File: config.mk
export PLATFORM = sky130hd
export DESIGN_NAME = mul_row_sequencer
export DESIGN_NICKNAME = d
export VERILOG_FILES = /design/src/rtl/mul_row_sequencer_pkg.sv /design/src/rtl/mul_row_sequencer_valid_delay_line.sv /design/src/rtl/mul_row_sequencer.sv
export SDC_FILE = /design/constraint.sdc
export NUM_CORES = 1
export LEC_CHECK = 0
export ABC_AREA = 0
export BUFFER_PORTS_ARGS = -buffer_cell sky130_fd_sc_hd__buf_4
export CAP_MARGIN = 20
export CORE_ASPECT_RATIO = 1.1
export CORE_MARGIN = 4
export CORE_UTILIZATION = 52
export DETAILED_ROUTE_END_ITERATION = 10
export PLACE_DENSITY = 0.88
export SYNTH_ARGS = -nofsm -noshare
export SYNTH_HDL_FRONTEND = slang
export SYNTH_SLANG_ARGS = --single-unit
File: constraint.sdc
create_clock -name clk_in -period 2 [get_ports clk_in]
set_input_delay 0.1 -clock clk_in [delete_from_list [all_inputs] [get_ports clk_in]]
set_output_delay 0.1 -clock clk_in [all_outputs]
set_load 0.02 [all_outputs]
File: src/rtl/mul_row_sequencer_pkg.sv
// Shared types and sizing helpers for the multi-word multiply row sequencer.
package mul_seq_pkg;

    typedef enum logic [2:0] {
        StIdle,
        StWaitReady,
        StIssue,
        StDrain,
        StWaitFlush,
        StDone
    } state_e;

    function automatic int unsigned words_of(input int unsigned num_bits,
                                             input int unsigned reg_size);
        return num_bits / reg_size;
    endfunction

    function automatic int unsigned pad_width(input int unsigned desired_size);
        return $clog2(desired_size) + 1;
    endfunction

    localparam int unsigned DefaultPadWidth = pad_width(2080);

endpackage

File: src/rtl/mul_row_sequencer_valid_delay_line.sv
// Fixed-depth shift register carrying {valid, padding} alongside the operand BRAM read latency.
module valid_delay_line #(
    parameter int unsigned Depth = 2,
    parameter int unsigned Width = 1
) (
    input  logic             clk,
    input  logic             rst,
    input  logic [Width-1:0] push_data,
    output logic [Width-1:0] tap_data
);

    logic [Width-1:0] stage_q [Depth];

    always_ff @(posedge clk) begin
        if (rst) begin
            for (int k = 0; k < Depth; k++) begin
                stage_q[k] <= '0;
            end
        end else begin
            stage_q[0] <= push_data;
            for (int k = 1; k < Depth; k++) begin
                stage_q[k] <= stage_q[k-1];
            end
        end
    end

    assign tap_data = stage_q[Depth-1];

endmodule

File: src/rtl/mul_row_sequencer.sv
// Schoolbook multiply row sequencer: streams every A word per B word into the multiplier/row
// accumulator pair. Define MUL_SEQ_STALL_EN to honour stall_in during issue.
module mul_row_sequencer
    import mul_seq_pkg::*;
#(
    parameter int unsigned REGISTER_SIZE = 32,
    parameter int unsigned NUM_BITS      = 2048,
    parameter int unsigned DESIRED_SIZE  = 2080,
    parameter int unsigned READ_LATENCY  = 2,
    localparam int unsigned Words        = words_of(NUM_BITS, REGISTER_SIZE),
    localparam int unsigned AddrWidth    = $clog2(Words),
    localparam int unsigned PadWidth     = pad_width(DESIRED_SIZE)
) (
    input  logic                 clk_in,
    input  logic                 rst_in,
    input  logic                 start_in,
    input  logic                 store_ready_in,
    input  logic                 store_valid_in,
    input  logic                 stall_in,
    output logic [AddrWidth-1:0] a_addr_out,
    output logic [AddrWidth-1:0] b_addr_out,
    output logic                 word_valid_out,
    output logic [PadWidth-1:0]  padding_out,
    output logic                 busy_out,
    output logic                 done_out
);

    localparam int unsigned DrainWidth = (READ_LATENCY > 1) ? $clog2(READ_LATENCY) : 1;

    state_e                state_q, state_d;
    logic [AddrWidth-1:0]  i_q, i_d;
    logic [AddrWidth-1:0]  j_q, j_d;
    logic [DrainWidth-1:0] drain_q, drain_d;
    logic                  flush_seen_q;
    logic [PadWidth-1:0]   pad_hold_q;
    logic [PadWidth-1:0]   pad_src;
    logic                  push_valid;
    logic                  start_ok;
    logic                  stall;
    logic                  line_rst;
    logic [PadWidth:0]     line_in, line_out;

`ifdef MUL_SEQ_STALL_EN
    assign stall = stall_in;
`else
    logic unused_stall;
    assign unused_stall = stall_in;
    assign stall        = 1'b0;
`endif

    always_comb begin
        state_d    = state_q;
        i_d        = i_q;
        j_d        = j_q;
        drain_d    = drain_q;
        push_valid = 1'b0;
        start_ok   = 1'b0;
        unique case (state_q)
            StIdle: begin
                if (start_in) begin
                    state_d  = StWaitReady;
                    i_d      = '0;
                    j_d      = '0;
                    start_ok = 1'b1;
                end
            end
            StWaitReady: begin
                if (store_ready_in) state_d = StIssue;
            end
            StIssue: begin
                if (!stall) begin
                    push_valid = 1'b1;
                    if (i_q == AddrWidth'(Words - 1)) begin
                        state_d = StDrain;
                        drain_d = '0;
                    end else begin
                        i_d = i_q + AddrWidth'(1);
                    end
                end
            end
            StDrain: begin
                if (drain_q == DrainWidth'(READ_LATENCY - 1)) begin
                    state_d = StWaitFlush;
                end else begin
                    drain_d = drain_q + DrainWidth'(1);
                end
            end
            StWaitFlush: begin
                // Falling edge of the accumulator flush ends the row
                if (flush_seen_q && !store_valid_in) begin
                    if (j_q == AddrWidth'(Words - 1)) begin
                        state_d = StDone;
                    end else begin
                        j_d     = j_q + AddrWidth'(1);
                        i_d     = '0;
                        state_d = StWaitReady;
                    end
                end
            end
            StDone: begin
                state_d = StIdle;
            end
            default: begin
                state_d = StIdle;
            end
        endcase
    end

    // Padding only advances with a pushed word, so it holds across the inter-row gap
    assign pad_src = (state_q == StIssue) ? PadWidth'(j_q) : pad_hold_q;

    always_ff @(posedge clk_in) begin
        if (rst_in) begin
            state_q      <= StIdle;
            i_q          <= '0;
            j_q          <= '0;
            drain_q      <= '0;
            flush_seen_q <= 1'b0;
            pad_hold_q   <= '0;
        end else begin
            state_q      <= state_d;
            i_q          <= i_d;
            j_q          <= j_d;
            drain_q      <= drain_d;
            flush_seen_q <= (state_q == StWaitFlush) && store_valid_in;
            pad_hold_q   <= start_ok ? '0 : pad_src;
        end
    end

    assign line_rst = rst_in | start_ok;
    assign line_in  = {push_valid, pad_src};

    valid_delay_line #(
        .Depth (READ_LATENCY),
        .Width (PadWidth + 1)
    ) u_delay_line (
        .clk       (clk_in),
        .rst       (line_rst),
        .push_data (line_in),
        .tap_data  (line_out)
    );

    assign a_addr_out     = i_q;
    assign b_addr_out     = j_q;
    assign busy_out       = state_q inside {StWaitReady, StIssue, StDrain, StWaitFlush};
    assign done_out       = (state_q == StDone);
    assign word_valid_out = line_out[PadWidth];
    assign padding_out    = busy_out ? line_out[PadWidth-1:0] : '0;

endmodule

After elaboration in Yosys (flattened, before gate mapping)
Memories as Yosys holds them, arrays and structs flattened.
Index checks and enable logic that the tools add are counted.
Widths: inputs -> output; s select.
{"block": "classes", "add_sub_neg": 3, "n_eq_ne": 14, "muxes": 28, "bitwise": 3, "reduce_logical": 13}
{"cell": "$mux 6", "n": 6}
{"cell": "$mux 14", "n": 2}
{"cell": "$mux 13", "n": 2}
{"cell": "$mux 3", "n": 6}
{"cell": "$pmux 6 s3", "n": 1}
{"cell": "$pmux 3 s5", "n": 1}
{"cell": "$ne 2x2->1 const B", "n": 7}
{"cell": "$add 6x1->6 const B", "n": 2}
{"cell": "$eq 6x6->1 const B", "n": 2}
{"cell": "$pmux 6 s2", "n": 1}
{"cell": "$reduce_and 5->1", "n": 2}
{"cell": "$mux 1", "n": 8}
{"cell": "$eq 3x2->1 const B", "n": 2}
{"cell": "$eq 3x3->1 const B", "n": 2}
{"cell": "$reduce_and 4->1", "n": 1}
{"cell": "$reduce_bool 2->1", "n": 2}
{"cell": "$reduce_bool 4->1", "n": 1}
{"cell": "$eq 3x1->1 const B", "n": 1}
{"cell": "$logic_not 3->1", "n": 1}
{"cell": "$or 1x1->1", "n": 3}
{"cell": "$reduce_bool 3->1", "n": 1}
{"cell": "$logic_and 1x1->1", "n": 2}
{"cell": "$pmux 1 s2", "n": 1}
{"cell": "$reduce_and 2->1", "n": 1}
{"cell": "other kinds (3)", "n": 3}
{"block": "totals", "regBits": 30, "ramBits": 28, "input_bits": 6, "out_inout_bits": 28, "wordCells": 68, "mem_count": 1}
{"memory": "u_delay_line.stage_q", "words": 2, "word_bits": 14, "read_ports": 2, "rd_ports_with_merged_regs": 0, "write_ports": 2, "line": "mul_row_sequencer_valid_delay_line.sv:12", "rtl": "logic [Width-1:0] stage_q [Depth];"}

Longest topological paths before layout
{"block": "depth", "word_depth": 6, "mapped_depth": 5}

Modules after synthesis
A second synthesis with hierarchy kept.
{"block": "unflattened", "cells_unflattened": 252, "hier_area_um2": 2399.8}
{"mod": "mul_row_sequencer", "n_inst": 1, "cells_per_inst": 180, "area_per_inst_um2": 1516.5}
{"mod": "valid_delay_line", "n_inst": 1, "cells_per_inst": 72, "area_per_inst_um2": 883.3}

Worst setup path before layout
OpenSTA, ideal clock, no wires.
{"block": "synth_path", "kind": "reg-to-reg", "from": "register j_q[0] (netlist: b_addr_out[0])", "to": "register i_q[3] (netlist: a_addr_out[3])", "setup_time_ns": 0.145, "arrival_ns": 1.441, "required_ns": 1.855, "setup_slack_ns": 0.415, "path_stages_with_launch": 6, "path_buffers": 0, "period_less_slack_ns": 1.585, "path_cell_list": "dfxtp_1 > ha_1 > nand4_1 > o22ai_1 > a221oi_2 > a311oi_1"}
{"block": "synth_between", "elab_chain_len": 3}
{"item": "start: declaration", "line": "mul_row_sequencer.sv:32", "rtl": "logic [AddrWidth-1:0] j_q, j_d;"}
{"item": "start signal: assignment", "line": "mul_row_sequencer.sv:123", "rtl": "j_q <= j_d;"}
{"item": "$eq 6x6->1", "line": "mul_row_sequencer.sv:91", "rtl": "if (j_q == AddrWidth'(Words - 1)) begin"}
{"item": "$ne 2x2->1 (no source line)"}
{"item": "$reduce_and 5->1 (no source line)"}
{"item": "end signal: assignment", "line": "mul_row_sequencer.sv:122", "rtl": "i_q <= i_d;"}
{"item": "end: declaration", "line": "mul_row_sequencer.sv:31", "rtl": "logic [AddrWidth-1:0] i_q, i_d;"}
No other way between the ends.
A chain may end at the register's enable or synchronous reset.

Worst setup path after layout
{"block": "layout_path", "from": "register state_q[0]", "to": "output padding_out[1]"}
{"block": "layout_between", "elab_chain_len": 3, "word_cells_on_any_way": 6, "classes_between": "eq/ne: 4; mux: 1; reduce/logical: 1"}
{"item": "start: declaration", "line": "mul_row_sequencer.sv:30", "rtl": "state_e state_q, state_d;"}
{"item": "start signal: assignment", "line": "mul_row_sequencer.sv:114", "rtl": "state_q <= StIdle;"}
{"item": "start signal: assignment", "line": "mul_row_sequencer.sv:121", "rtl": "state_q <= state_d;"}
{"item": "$eq 3x1->1, or another cell as far along", "line": "mul_row_sequencer.sv:145", "rtl": "assign busy_out = state_q inside {StWaitReady, StIssue, StDrain, StWaitFlush};"}
{"item": "$reduce_bool 4->1 *", "line": "mul_row_sequencer.sv:145"}
{"item": "$mux 13 *", "line": "mul_row_sequencer.sv:148", "rtl": "assign padding_out = busy_out ? line_out[PadWidth-1:0] : '0;"}
{"item": "end: declaration", "line": "mul_row_sequencer.sv:23", "rtl": "output logic [PadWidth-1:0] padding_out,"}
Every way passes the cells marked *; elsewhere a longest branch is shown, timed or not.

==> reports/results.txt <==
# clock sinks: 31
cell taking the most area after synthesis: dfxtp_1
Slew Limit Headroom: 61.74%
critical path arrival: 1720 ps
Worst Path Max Fanout: 13
Commonest cells post-synth: 31 x dfxtp_1, 13 x and2_1, 11 x a21oi_1
CP cell instances: nor2_2 > xnor2_2 > and2_1 > buf_4
Std-Cell Rows: 19
number of synthesized flops with an enable pin: 0
H-tree levels: 2
first-pass GRT wire length: 5326 um
io pins: 34
Yosys reg bits: 31
Top FF cell, synth: dfxtp_1
dominant cells by area after synthesis: dfxtp_1 43%, and2_1 5.7%, a21oi_1 3.8%, buf_4 3.7%, o22a_1 3.0%
pre-CTS WS: 220.0 ps
critical path's slowest cell: dfxtp_1
most common cell in the netlist: dfxtp_1
vias in the first global route: 1227
Final Hold Fails: 0
max-slew violations: 0
Hold Crit Class: in2reg
Leak: 0.0006990 uW
Worst Setup SP: state_q[0]
Initial DRC Count: 58
actual slew at the worst max-slew pin: 570.0 ps
Synth Warn #: 0
top cell type's share of synthesized area: 43.13%
Synth cell types: 42
Worst Skew: 4.243 ps
setup TNS: 0 ps
nets: 196
via count: 1313
post-DP HPWL: 2275 um
vias per cell: 5.968
crit-path max cell delay: 600 ps
Mapped Cells: 162
worst vdd ir: 0.0006405 V
worst r2r src: b_addr_out[0]
final core occ: 66.72%
setup slack after layout: 179.8 ps
WP data required: 1900 ps
Antenna Nets Post-Route: 0
Reg clk slew, reported paths: 100 ps
total grt overflow: 0
CP Class: reg2out
Final Cycle Share: 91.01%
clk root buf: clkbuf_4
top achievable clock speed: 549.4 MHz
HP Start: store_valid_in
pin count of the biggest net entering global routing: 23
hold_buf cts: 0
register area share after synthesis: 43.13%
WL per Instance: 14.51 um
Post-DP Area: 1618 sq um
CP bufs+invs: 1
cell family contributing the most delay on the critical path: flip-flops
DIE HEIGHT: 63.17 um
syn_area_per_cell: 8.882 sq um
status: completed
Initial Utilization: 56.04%
total inserted antenna cells: 0
Async S/R FF share, synth: 0%
area grow syn2layout: 19.04%
crit end category: primary output
CTS buffer count: 5
clock period minus worst slack: 1820 ps
Bufs on Longest Clock Path: 2
PwrDens: 744.3 nW/um^2
drt first pass iters: 4
GRT Total Usage: 18.84%
GPL Wtd Cong: 0.8094
Max-cap violations: 0
crit start category: flop
Die ar.: 3674 sq um
core area: 2567 sq um
fin area: 1713 sq um
initial antenna violation count: 0
# setup viols final: 0
Port Buf Inserts: 25
number of remaining DRC errors: 0
Die W: 58.16 um
RSZ-0062 raised after global routing: false
CTS tree: yes
area of the mapped netlist: 1439 sq um
clock latency on the worst-skew pair: 340 ps
wirelength, routed: 3193 um
layout cells sized above 1: 21.69%
==> placed cells by master, fill, tap and decap left out, types with 2 or more instances in the layout <==
master,n
dfxtp_1,30
buf_4,26
and2_1,13
a21oi_1,11
nor2_1,8
nand3_1,7
conb_1,7
nand2_1,6
nor2b_1,5
o31ai_1,5
or3_1,5
o22a_1,5
clkbuf_4,5
and3_1,4
o21ai_1,4
o21ai_0,4
nand3b_1,3
nand2b_1,3
nor3_1,3
a311oi_1,3
nor2_2,2
inv_1,2
or3b_1,2
a21o_1,2
a31oi_1,2
or4_1,2
ha_1,2
==> what timing repair did <==
action                                  in CTS  in global routing
resized for setup                            0                  2
endpoints found under the setup margin       0                  7
buffers inserted                             0                  0
==> through the flow <==
stage               cells  total power, uW  hold WS (ps)
global route          220             1325         26.31
floorplan             168            745.7         204.0
CTS                   220             1282         26.43
detailed placement    212            767.8         396.2
global placement      212            761.9         386.2
finish                220             1275         39.59
==> worst paths after layout <==
| kind | end | slack, ps | cells after the start |
|---|---|---|---|
| max | padding_out[1] | 180 | 4 |
| min reg2reg | u_delay_line.stage_q[0][27] | 440 | 1 |
| min | flush_seen_q | 40 | 2 |
| max reg2reg | a_addr_out[5] | 200 | 5 |
==> sequential cells by signal (all words and copies together), names as in the netlist <==
signal,flops
a_addr_out,6
drain_q,1
b_addr_out,6
flush_seen_q,1
u_delay_line.stage_q,8
pad_hold_q,6
state_q,3
==> logic make-up after synthesis <==
family	share of synthesized area (%)
adder cells (fa/ha/maj)	1.739
AND/OR/NAND/NOR	27.13
flip-flops	43.13
AO/OA/AOI/OAI	20.26
other	0.2606
buffers and inverters	6.174
multiplexers	0.6957
XOR/XNOR	0.6088
==> worst register-to-register path: stages (launching register included) <==
cell and delay [ps]:
dfxtp_1 370, ha_1 260, nand4_1 170, o22ai_1 130, a221oi_2 530, a311oi_1 190
==> layout make-up <==
type | count | area (sq um)
fill | 215 | 854.6
clock buffer | 6 | 51.30
sequential | 31 | 621.8
inverter | 3 | 11.26
tap | 31 | 38.79
multi-input combinational | 121 | 759.5
clock inverter | 2 | 35.03
timing repair buffer | 26 | 195.2
==> per-layer routing <==
metal	wire [um]	track usage, %	vias up
li1	-	-	623
met2	1553	31.07	53
met3	241	4.490	10
met4	72	12.17	0
met5	0	0	-
met1	1326	21.15	627
==> where the power goes <==
group,switching [uW],internal (uW)
sequential,12.9,631
clock,223,295
combinational,72.6,40.5
total,308,967
(Power assumes the default switching activity.)
